**src/rtl/div5_reconstruct.sv**
```systemverilog
`default_nettype none
// +--------------------------------------------------------------------------+
// | Module   : div5_reconstruct                                              |
// | Purpose  : Sequential multiply-back for the divide-by-5 datapath.        |
// |            Rebuilds d = 5*q + r one radix-4 quotient digit per cycle,    |
// |            LSB first, through a 3-bit carry chain.                       |
// | Ports    : clk, rst_n        - clock, asynchronous active-low reset      |
// |            in_valid/in_ready - request handshake carrying q and r        |
// |            q [W-1:0], r[2:0] - quotient and remainder operands           |
// |            out_valid/out_ready - result handshake                        |
// |            d [W+2:0]         - reconstructed dividend                    |
// |            err               - sampled r was 5..7 (valid with out_valid) |
// | Revision : 1.0 - initial release                                         |
// +--------------------------------------------------------------------------+
module div5_reconstruct #(
  parameter int unsigned W = 32  // quotient width; even and >= 2
) (
  input  logic           clk,
  input  logic           rst_n,
  input  logic           in_valid,
  output logic           in_ready,
  input  logic [W-1:0]   q,
  input  logic [2:0]     r,
  output logic           out_valid,
  input  logic           out_ready,
  output logic [W+2:0]   d,
  output logic           err
);

  localparam int unsigned NDIG = W / 2;
  localparam int unsigned CW   = (NDIG > 1) ? $clog2(NDIG) : 1;

  localparam logic [1:0] S_IDLE = 2'd0;
  localparam logic [1:0] S_RUN  = 2'd1;
  localparam logic [1:0] S_DONE = 2'd2;

  logic [1:0]    state_q, state_d;
  logic [W-1:0]  qs_q, qs_d;
  logic [2:0]    carry_q, carry_d;
  logic [CW-1:0] cnt_q, cnt_d;
  logic [W+2:0]  res_q, res_d;
  logic          err_q, err_d;

  logic          accept_w;
  logic          last_w;
  logic [4:0]    t_w;
  logic [W+1:0]  shift_w;

  assign accept_w = (state_q == S_IDLE) && in_valid;
  assign last_w   = (cnt_q == CW'(NDIG - 1));

  // One digit step: 5*digit + carry peaks at 15 + 7 = 22, so 5 bits suffice
  // and the outgoing carry (t >> 2) stays within 3 bits even for r = 5..7.
  assign t_w = (5'd5 * {3'b000, qs_q[1:0]}) + {2'b00, carry_q};

  // New digit enters at the top of the low W bits; after W/2 steps the first
  // digit has walked down to bit 0.
  assign shift_w = {t_w[1:0], res_q[W-1:0]};

  // State register
  always_ff @(posedge clk or negedge rst_n) begin
    if (!rst_n) begin
      state_q <= S_IDLE;
    end else begin
      state_q <= state_d;
    end
  end

  // Next-state logic
  always_comb begin
    state_d = state_q;
    case (state_q)
      S_IDLE: if (in_valid)  state_d = S_RUN;
      S_RUN:  if (last_w)    state_d = S_DONE;
      S_DONE: if (out_ready) state_d = S_IDLE;
      default:               state_d = S_IDLE;
    endcase
  end

  // Output logic
  always_comb begin
    in_ready  = (state_q == S_IDLE);
    out_valid = (state_q == S_DONE);
    d         = res_q;
    err       = err_q;
  end

  // Datapath next-state: only accept and RUN modify the registers, so the
  // result and err are held through DONE regardless of backpressure.
  always_comb begin
    qs_d    = qs_q;
    carry_d = carry_q;
    cnt_d   = cnt_q;
    res_d   = res_q;
    err_d   = err_q;
    if (accept_w) begin
      qs_d    = q;
      carry_d = r;
      err_d   = (r >= 3'd5);
      cnt_d   = '0;
      res_d   = '0;
    end else if (state_q == S_RUN) begin
      res_d[W-1:0] = shift_w[W+1:2];
      carry_d      = t_w[4:2];
      qs_d         = qs_q >> 2;
      cnt_d        = cnt_q + 1'b1;
      if (last_w) begin
        res_d[W+2:W] = t_w[4:2];
      end
    end
  end

  // Datapath registers
  always_ff @(posedge clk or negedge rst_n) begin
    if (!rst_n) begin
      qs_q    <= '0;
      carry_q <= '0;
      cnt_q   <= '0;
      res_q   <= '0;
      err_q   <= 1'b0;
    end else begin
      qs_q    <= qs_d;
      carry_q <= carry_d;
      cnt_q   <= cnt_d;
      res_q   <= res_d;
      err_q   <= err_d;
    end
  end

endmodule
`default_nettype wire
```
**config.mk**
```make
export PLATFORM = sky130hd
export DESIGN_NAME = div5_reconstruct
export DESIGN_NICKNAME = d
export VERILOG_FILES = /design/src/rtl/div5_reconstruct.sv
export SDC_FILE = /design/constraint.sdc
export NUM_CORES = 1
export LEC_CHECK = 0
export ABC_AREA = 1
export BUFFER_PORTS_ARGS = -buffer_cell sky130_fd_sc_hd__buf_4
export CAP_MARGIN = 20
export CORE_ASPECT_RATIO = 0.75
export CORE_MARGIN = 4
export CORE_UTILIZATION = 53
export CTS_CLUSTER_DIAMETER = 150
export CTS_CLUSTER_SIZE = 8
export DETAILED_ROUTE_END_ITERATION = 10
export PLACE_DENSITY = 0.9
export SYNTH_ARGS = -nofsm -noshare
export SYNTH_HDL_FRONTEND = slang
export SYNTH_SLANG_ARGS = --single-unit
```
**constraint.sdc**
```tcl
create_clock -name clk -period 1.8 [get_ports clk]
set_input_delay 0.27 -clock clk [delete_from_list [all_inputs] [get_ports clk]]
set_output_delay 0.27 -clock clk [all_outputs]
set_load 0.02 [all_outputs]
```
Yosys cells after proc, flatten, opt, wreduce, memory -nomap -nowiden --
Cells that the tools add are included.
Storage, ports and cells: bits in registers 77, input bits 39, word-level logic and storage cells 36
Operators by class: $add $sub $neg 2, multipliers 1, $lt $le $gt $ge 1, equal/unequal tests 6, mux-type cells 13, reduce and logical (&&, ||, !) cells 6
Operators by type and width (count):
- 35-bit 2-to-1 mux | 2
- 32-bit 2-to-1 mux | 2
- 3-bit 2-to-1 mux | 3
- 4-bit 2-to-1 mux | 2
- 2-bit 2-to-1 mux | 3
- 2-bit case mux with 3 select lines | 1
- 5-bit by 3-bit adder with 5-bit output | 1
- 3-bit by 2-bit multiplier with 5-bit output (first input constant) | 1
- 4-bit by 1-bit adder with 4-bit output (second input constant) | 1
- 4-bit equality test (second input constant) | 1
- 2-bit != test (second input constant) | 2
- 2-bit nonzero test | 2
- 3-bit >= comparator (second input constant) | 1
- 3-bit AND reduction | 1
- 2-bit by 1-bit equality test with 1-bit output (second input constant) | 1
- 2-bit equality test (second input constant) | 1
- 2-bit zero test | 1
- 2-bit by 1-bit != test with 1-bit output (second input constant) | 1
- 2-bit AND reduction | 1
- 1-bit logical AND | 1

Depth between registers and ports, before layout --
depth after elaboration 5, gate-level depth with buffers 10, gate-level depth less buffers 10

Least setup slack after synthesis --
Ideal clock, no wire load.
path type flip-flop to flip-flop, from register qs_q[1], to register carry_q[0], library setup time 68 ps, arrival time 1623 ps, required time 1732 ps, path slack 109 ps, cell stages (with the launch flop) 7, period minus slack after synthesis 1691 ps, path through dfrtp_1 ha_1 ha_1 inv_1 fa_1 or2_0 nand3_1
Between the ends: word-level cells in the longest chain between the ends 4
Ends and longest elaborated chain:
- start, declared | RTL line 38 | logic [W-1:0] qs_q, qs_d;
- start signal, assigned | RTL line 122 | qs_q <= qs_d;
- 3-bit by 2-bit multiplier with 5-bit output | RTL line 54 | assign t_w = (5'd5 * {3'b000, qs_q[1:0]}) + {2'b00, carry_q};
- 5-bit by 3-bit adder with 5-bit output | RTL line 54
- 3-bit 2-to-1 mux | RTL line 102 | end else if (state_q == S_RUN) begin
- 3-bit 2-to-1 mux | RTL line 96 | if (accept_w) begin
- end signal, assigned | RTL line 123 | carry_q <= carry_d;
- end, declared | RTL line 39 | logic [2:0] carry_q, carry_d;
No other way between the ends. The select of a mux whose other input is x is not followed. A chain may end at the register's enable or synchronous reset.

Final worst setup path --
Same ends and word-level chain as after synthesis.

==> flow_metrics.tcl <==
set metrics [dict create \
    clock-root-buffer "clkbuf_8" \
    portBuffers 76 \
    rsz0062_at_grt "true" \
    clock_latency_ns 0.34 \
    grt_max_degree 46 \
    num_vias 2673 \
    insertedDiodeCount 0 \
    yosys_warnings 0 \
    wirelength_met1_um 3210 \
    fin_area_um2 4140 \
    synth_async_sr_flop_share_pct 100 \
    ant_nets 0 \
    path_class "reg -> reg" \
    relSlewSlack_pct 65.5 \
    worst_slew_pin_slew_ns 0.517 \
    slowest_stage "fa_2" \
    ys_seq_elements 77 \
    synth_edf_count 0 \
    vias_per_cell 5.05 \
    crit_path_end_kind "register" \
    chipHeight_um 76.4 \
    track_usage_pct 20.7 \
    leakagePower_nw 2.17 \
    h-tree-depth 3 \
    cpPeakStageDelay_ns 0.43 \
    synth_most_common_cell "nand2_1" \
    placed_cell_area_um2 3940 \
    synthTopCellsByCount "127 x nand2_1, 77 x dfrtp_1, 44 x nand3_1" \
    finalMaxSlewViolations 0 \
    path_cells "ha_1, ha_2, inv_2, fa_2, or2_1, nand3_2" \
    gp_congestion 0.818 \
    met2_length_um 3540 \
    syn_nets 413 \
    syn2layout_area_growth_pct 25.2 \
    setup_tns_ns 0 \
    nets 493 \
    grt_pass1_vias 2701 \
    cts_sinks 77 \
    cts_buffer_depth 2 \
    synth_area_leaders "dfrtp_1 58%, nand2_1 14%, nand3_1 6.7%" \
    cap_violations 0 \
    syn_area_um2 3310 \
    met3_length_um 451 \
    finalHoldViolations 0 \
    fillers 467 \
    fmax_ghz 0.575 \
    cts_buffers 9 \
    arrival_ns 2.02 \
    setup_violations 0 \
    final.min_clock_period_ns 1.74 \
    core_area_um2 5920 \
    ys_seq_area_share_pct 58.3 \
    status "completed" \
    cts_tree "done" \
    first_pass_iters 4 \
    place_hpwl_um 5160 \
    path_max_fanout 2 \
    drc 0 \
    cp-start-kind "register" \
    ioPinCount 77 \
    drt_wl_total_um 7270 \
    drive_gt1_share_pct 25.1 \
    initial_core_util_pct 55.9 \
    wl_per_cell_um 13.7 \
    drtIter0Drc 117 \
    post-synth-top-area-fraction_pct 58.3 \
    die_area_um2 7580 \
    ir_drop_v 0.000889 \
    hold_path.class "in -> reg" \
    path_clk_slew_ns 0.08 \
    grt-ovfl-total 0 \
    die_w_um 99.2 \
    top_layer_used "met4" \
    synthFlopType "dfrtp_1" \
    antenna_found_initial 0 \
    synth_area_per_cell_um2 9.03 \
    rows 24 \
    powerDensity_nw_per_um2 1670 \
    yosysTopAreaCell "dfrtp_1" \
    final_min_period_over_clock_period_pct 96.6 \
    critPathRequiredTime_ns 2.08 \
    skew_ns 0.00461 \
    post_synth_num_cell_types 21 \
    synthCells 366 \
    grt_pass1_wl_um 12600 \
]
[what timing repair did]
item                                    CTS  global route
gates resized for setup                   0             5
buffers inserted                          1             1
hold buffers                              1             0
pin swaps                                 0             2
endpoints found under the hold margin    32             0
endpoints found under the setup margin    1             2
[final cells by class]
cell class	instances	area (µm²)	area share (%)
inverter	44	165	3.99
timing repair buffer	86	673	16.3
tap	78	97.6	2.36
multi-input combinational	228	1110	26.8
clock inverter	7	42.5	1.03
clock buffer	9	124	2.99
sequential	77	1930	46.6
[power breakdown]
part	internal [mW]	switching (mW)	total, mW
Sequential	2.44	0.416	2.85
Clock	0.489	0.635	1.12
Combinational	1.22	1.72	2.93
[worst paths after layout]
path	end	depth (start not counted)	startpoint	slack (ns)
worst max register to register	carry_q[0]	6	qs_q[1]	0.06
worst min-delay path	state_q[1]	2	out_ready	0.10
worst max-delay path	carry_q[0]	6	qs_q[1]	0.06
max in group asynchronous	qs_q[3]	3	rst_n	0.82
min in group asynchronous	d[8]	2	rst_n	0.40
worst min register to register	qs_q[31]	2	qs_q[31]	0.49
[metal layers]
| layer | up-vias | global-route usage, % |
|---|---|---|
| met1 | 1259 | 28.6 |
| met3 | 6 | 6.95 |
| met4 | 0 | 4.50 |
| li1 | 1334 | - |
| met2 | 74 | 32.1 |
| met5 | - | 0 |
[flip-flops by register name (all words and copies together), names as in the netlist]
register	count
err	1
cnt_q	4
state_q	2
d	35
carry_q	3
qs_q	32
[stage by stage]
step / power, mW / cells / util [%] / hold slack [ns] / worst slack (ns)
floorplan: 4.73 / 366 / - / -0.0256 / 0.109
global placement: 5.65 / 510 / 66.5 / 0.229 / 0.0843
detailed placement: 5.80 / 510 / 66.5 / 0.241 / 0.0191
CTS: 6.94 / 528 / 69.6 / 0.0943 / 0.0148
global route: 7.45 / 529 / 69.9 / 0.0895 / -0.0205
finish: 6.91 / 529 / 69.9 / 0.103 / 0.0612
[worst max-delay path: cells and delay by family (launching register included)]
kind          cells  cell delay, ns
fa+ha+maj         3            0.92
flops             1            0.40
simple gates      2            0.30
buf+inv           1            0.06
[kinds of logic after synthesis]
logic type                 synth area share (%)
and+or+nand+nor                            22.8
adders and majority gates                  3.26
buffers and inverters                      8.48
DFF                                        58.3
AOI/OAI and AO/OA                          7.15
[cell usage in the layout (no fill, tap or decap), types with 2 or more instances in the layout]
| master | count |
|---|---|
| ha_1 | 6 |
| o21ai_1 | 3 |
| nand3_1 | 43 |
| o22ai_1 | 28 |
| buf_4 | 83 |
| nand2_1 | 127 |
| inv_2 | 5 |
| clkbuf_8 | 9 |
| o21ai_0 | 6 |
| clkinv_2 | 4 |
| clkinvlp_4 | 3 |
| nor2_1 | 6 |
| dfrtp_1 | 77 |
| buf_12 | 2 |
| inv_1 | 39 |
No activity file was read; power rests on OpenSTA's default activity.
